`src/rtl/uart_rx_byte.sv`:
```
// 8N1 UART receiver with a one-entry holding register and valid/ready handshake.
// Flags framing errors and overruns as sticky bits cleared by err_clr.
module uart_rx_byte #(
  parameter int CLKS_PER_BIT = 87
) (
  input  logic       clk,
  input  logic       reset_n,
  input  logic       uart_rxd,
  output logic [7:0] rx_data,
  output logic       rx_valid,
  input  logic       rx_ready,
  output logic       rx_busy,
  output logic       frame_err,
  output logic       overrun,
  input  logic       err_clr
);

  localparam int CW = (CLKS_PER_BIT > 1) ? $clog2(CLKS_PER_BIT) : 1;
  localparam logic [CW-1:0] LAST = CW'(CLKS_PER_BIT - 1);
  localparam logic [CW-1:0] HALF = CW'(CLKS_PER_BIT / 2 - 1);

  typedef enum logic [2:0] {
    IDLE,
    START,
    DATA,
    STOP,
    BRK
  } state_t;

  state_t state, nxt;

  logic          rxd_m;
  logic          rxd_s;
  logic [CW-1:0] cnt;
  logic [2:0]    bit_idx;
  logic [7:0]    shreg;

  logic shift_en;
  logic done;
  logic ferr_set;
  logic free;
  logic load;
  logic ovr_set;

  always_ff @(posedge clk or negedge reset_n) begin
    if (!reset_n) begin
      rxd_m <= 1'b1;
      rxd_s <= 1'b1;
    end else begin
      rxd_m <= uart_rxd;
      rxd_s <= rxd_m;
    end
  end

  always_ff @(posedge clk or negedge reset_n) begin
    if (!reset_n) begin
      state <= IDLE;
    end else begin
      state <= nxt;
    end
  end

  always_comb begin
    nxt      = state;
    shift_en = 1'b0;
    done     = 1'b0;
    ferr_set = 1'b0;
    unique case (state)
      IDLE: begin
        if (!rxd_s) nxt = START;
      end
      START: begin
        if (cnt == HALF) nxt = rxd_s ? IDLE : DATA;
      end
      DATA: begin
        if (cnt == LAST) begin
          shift_en = 1'b1;
          if (bit_idx == 3'd7) nxt = STOP;
        end
      end
      STOP: begin
        if (cnt == LAST) begin
          if (rxd_s) begin
            nxt  = IDLE;
            done = 1'b1;
          end else begin
            nxt      = BRK;
            ferr_set = 1'b1;
          end
        end
      end
      BRK: begin
        if (rxd_s) nxt = IDLE;
      end
      default: nxt = IDLE;
    endcase
  end

  // Holding register counts as free if it is being drained this cycle.
  assign free    = !rx_valid || rx_ready;
  assign load    = done && free;
  assign ovr_set = done && !free;
  assign rx_busy = (state != IDLE);

  always_ff @(posedge clk or negedge reset_n) begin
    if (!reset_n) begin
      cnt <= '0;
    end else if (nxt != state || cnt == LAST) begin
      cnt <= '0;
    end else begin
      cnt <= cnt + 1'b1;
    end
  end

  always_ff @(posedge clk or negedge reset_n) begin
    if (!reset_n) begin
      bit_idx <= '0;
      shreg   <= '0;
    end else begin
      if (state != DATA) begin
        bit_idx <= '0;
      end else if (shift_en) begin
        bit_idx <= bit_idx + 1'b1;
      end
      if (shift_en) shreg <= {rxd_s, shreg[7:1]};
    end
  end

  always_ff @(posedge clk or negedge reset_n) begin
    if (!reset_n) begin
      rx_data  <= '0;
      rx_valid <= 1'b0;
    end else if (load) begin
      rx_data  <= shreg;
      rx_valid <= 1'b1;
    end else if (rx_valid && rx_ready) begin
      rx_valid <= 1'b0;
    end
  end

  always_ff @(posedge clk or negedge reset_n) begin
    if (!reset_n) begin
      frame_err <= 1'b0;
      overrun   <= 1'b0;
    end else begin
      if (ferr_set) begin
        frame_err <= 1'b1;
      end else if (err_clr) begin
        frame_err <= 1'b0;
      end
      if (ovr_set) begin
        overrun <= 1'b1;
      end else if (err_clr) begin
        overrun <= 1'b0;
      end
    end
  end

endmodule
```
`config.mk`:
```
export PLATFORM = sky130hd
export DESIGN_NAME = uart_rx_byte
export DESIGN_NICKNAME = d
export VERILOG_FILES = /design/src/rtl/uart_rx_byte.sv
export SDC_FILE = /design/constraint.sdc
export NUM_CORES = 1
export LEC_CHECK = 0
export ABC_AREA = 1
export CAP_MARGIN = 5
export CORE_ASPECT_RATIO = 0.8
export CORE_MARGIN = 1.5
export CORE_UTILIZATION = 45
export CTS_BUF_LIST = sky130_fd_sc_hd__clkbuf_2
export DETAILED_ROUTE_END_ITERATION = 8
export PLACE_DENSITY = 0.63
export SLEW_MARGIN = 20
export SYNTH_ARGS = -nofsm -noshare
export SYNTH_HDL_FRONTEND = slang
export SYNTH_SLANG_ARGS = --single-unit
```
`constraint.sdc`:
```
create_clock -name clk -period 2.7 [get_ports clk]
set_clock_uncertainty 0.15 [all_clocks]
set_input_delay 0.81 -clock clk [delete_from_list [all_inputs] [get_ports clk]]
set_output_delay 0.81 -clock clk [all_outputs]
set_load 0.005 [all_outputs]
```
==> reports/results.tsv, run 1 <==
stage	metric	value	unit
power_and_ir_drop	peak supply drop	0.000288	V
worst_setup_path	Crit Path Category	register to output port	
drt	first drt pass iteration count	4	
worst_setup_path	critical path, cell by cell	inv_2 > nand3_1 > clkdlybuf4s50_1	
clock_network	H-tree depth reported by CTS	2	
worst_setup_path	Worst path top cell family by delay	buffers and inverters	
global_route	first-pass GRT wire length	4.58	mm
floorplan	Starting Density	0.484	
timing	Hold Vio Cnt, Final	0	
worst_setup_path	r2r startpoint	cnt[0]	
timing	Worst Max-Slew Pin Slew	0.530	ns
timing	RSZ-0062 raised after global routing	false	
final_layout	Synth-to-Final Area Change	17.3	%
yosys	top cells by area, synth	dfrtp_1, nand2_1, nor2_1, o21ai_2, nand3_1	
clock_network	post-CTS sizing	0	
hold_path	min-delay worst type	register to register	
worst_setup_path	CP endpoint kind	output port	
global_route	largest net degree at the start of global routing	35	
power_and_ir_drop	Pwr Density	605	nW/um^2
global_route	Tot GR Track Use	0.163	
worst_setup_path	CP Buf/Inv Count	2	
worst_setup_path	Critical path origin	state[0]	
floorplan	Rows	18	
yosys	syn_area_per_cell	9.37	sq um
final_layout	most frequent cells in the layout	nand2_1, dfrtp_1, nor2_1, inv_1, clkdlybuf4s50_1	
final_layout	n_diodes	0	
drt	via/cell ratio	4.88	
yosys	Post-Syn Nets	173	
placed_design	post-DP HPWL	1.81	mm
clock_network	clock buffer count from CTS	5	
power_and_ir_drop	Total Power	0.00109	W
clock_network	clk root buf	clkbuf_2	
floorplan	width of the die	68.3	um
clock_network	TritonCTS clock tree	built	
placed_design	RD Place Congestion	0.776	
worst_setup_path	Register-to-Register Path Depth	9	
yosys	synthesis warning total	0	
outcome	status	completed	
worst_setup_path	Max stage delay on crit path	0.50	ns
final_layout	most common cell after layout, fill and taps aside	nand2_1	
yosys	sequential element share of the synthesized area	0.555	
drt	Remaining DRCs	0	
worst_setup_path	reg-to-reg critical path endpoint	rx_data[6]	
floorplan	Top Ports	17	
yosys	post-synth top area cell	dfrtp_1	
worst_setup_path	Worst EP required	1.74	ns
clock_network	number of buffers inserted by hold repair at cts	0	
yosys	post-synth cell types	25	
timing	post-layout min period	2.47	ns
yosys	Synth Instances	164	
final_layout	nets	195	
global_route	initial antenna violation count	0	
timing	Max Slew Vio Count	0	
worst_setup_path	critical path fanouts, max	4	
placed_design	IO Port Bufs	16	
global_route	grt ovf	0	
drt	Routed WL per cell	11.2	um
worst_setup_path	crit start category	register	
worst_setup_path	FF-to-FF setup slack	0.83	ns
clock_network	Clock Pin Slew Worst Setup and Hold Paths	0.17	ns
worst_setup_path	CP Depth	3	
floorplan	die span in y	55.3	um
drt	routed wire length	2.54	mm
final_layout	share of post-route cells with drive strength above 1	0.171	
clock_network	CTS Sinks	34	
timing	Final Setup Violations	0	
yosys	Synth top area share	0.521	
floorplan	die area	3780	sq um
timing	period utilisation layout	0.917	
clock_network	postcts setup bufs	0	
worst_setup_path	CP endpoint	rx_busy	
power_and_ir_drop	leakage power	0.830	nW
global_route	vias in the first global route	1063	
yosys	mapped cell area	1540	sq um
drt	via count	1107	
timing	Sum Neg Setup Slack	0	ns
timing	maximum clock rate	404	MHz
worst_setup_path	crit path DAT	1.51	ns
drt	1st-iter DRT viols	29	
run	max_cap viols	0	
drt	ANT nets after route	0	
worst_setup_path	Critical-path top delay cell	clkdlybuf4s50_1	
timing	Max transition margin	0.646	
floorplan	core area	3180	sq um
clock_network	CTS max path bufs	2	
yosys	Yosys reg bits	34	
clock_network	Clock Latency Late Sink	0.37	ns
cells by family (layout without fill, tap and decap cells):
family	after synthesis	count (layout)	synth area share
flops	34	34	0.555
buf+inv	23	46	0.0619
xor+xnor	5	5	0.0285
fa+ha+maj	4	4	0.0326
compound gates	21	21	0.0871
simple gates	77	77	0.235
synthesized netlist by cell type (all sizes together):
cell    count
nand2      40
dfrtp      32
inv        21
nor2       20
o21ai      19
nand3      13
ha          4
xor2        4
buf         2
dfstp       2
a21oi       1
a22oi       1
nand3b      1
nand4       1
nor3        1
nor4        1
xnor2       1
power breakdown:
| part | total [W] | leakage, nW | switching (W) | internal, W |
|---|---|---|---|---|
| sequential | 0.000570 | 0.461 | 0.0000297 | 0.000540 |
| combinational | 0.000189 | 0.326 | 0.000122 | 0.0000673 |
| clock | 0.000332 | 0.0432 | 0.000166 | 0.000165 |
metrics by stage:
stage | util | area (sq um) | worst slack, ns | hold slack (ns) | std cells
floorplan | - | 1540 | 0.980 | 0.195 | 164
global placement | 0.547 | 1740 | 0.676 | 0.195 | 219
detailed placement | 0.547 | 1740 | 0.584 | 0.198 | 219
CTS | 0.568 | 1800 | 0.216 | 0.220 | 227
global route | 0.568 | 1800 | 0.107 | 0.223 | 227
finish | 0.568 | 1800 | 0.225 | 0.217 | 227
metal layers:
metal	global-route usage	up-vias	share of wire
met3	0.0489	8	0.041
met1	0.223	512	0.51
met2	0.234	19	0.43
li1	-	568	-
met5	0	-	0
met4	0.0771	0	0.020
sequential cells by signal (all words and copies together) (netlist names):
signal	flops
bit_idx	3
state	3
rx_valid	1
rx_data	8
rxd_s	1
frame_err	1
rxd_m	1
overrun	1
shreg	8
cnt	7
how the worst min path moves through the flow:
stage            end  depth (start not counted)  start
2_1_floorplan  rxd_s                          0  rxd_m
3_3_place_gp   rxd_s                          0  rxd_m
3_5_place_dp   rxd_s                          0  rxd_m
4_1_cts        rxd_s                          0  rxd_m
5_1_grt        rxd_s                          0  rxd_m
6_report       rxd_s                          0  rxd_m
layout make-up:
class | count | area (sq um)
Clock inverter | 1 | 30.0
Sequential cell | 34 | 853
Tap cell | 40 | 50.0
Multi-Input combinational cell | 107 | 588
Inverter | 21 | 78.8
Timing Repair Buffer | 17 | 168
Clock buffer | 7 | 35.0
Fill cell | 281 | 1370
No activity file was read; power rests on OpenSTA's default activity.
==> run 2: changes to the inputs <==
- clock period: 2.7 -> 2.6 ns (I/O delays scaled with it)
==> results of run 2 <==
Same layout as run 1 (identical final DEF). Status: completed.
Among the figures that moved: setup slack after placement 0.584 ns -> 0.514 ns; setup slack after layout 0.225 ns -> 0.155 ns; register-to-register setup slack 0.83 ns -> 0.73 ns; total power 0.00109 W -> 0.00113 W; worst IR drop on VDD 0.000288 V -> 0.000299 V
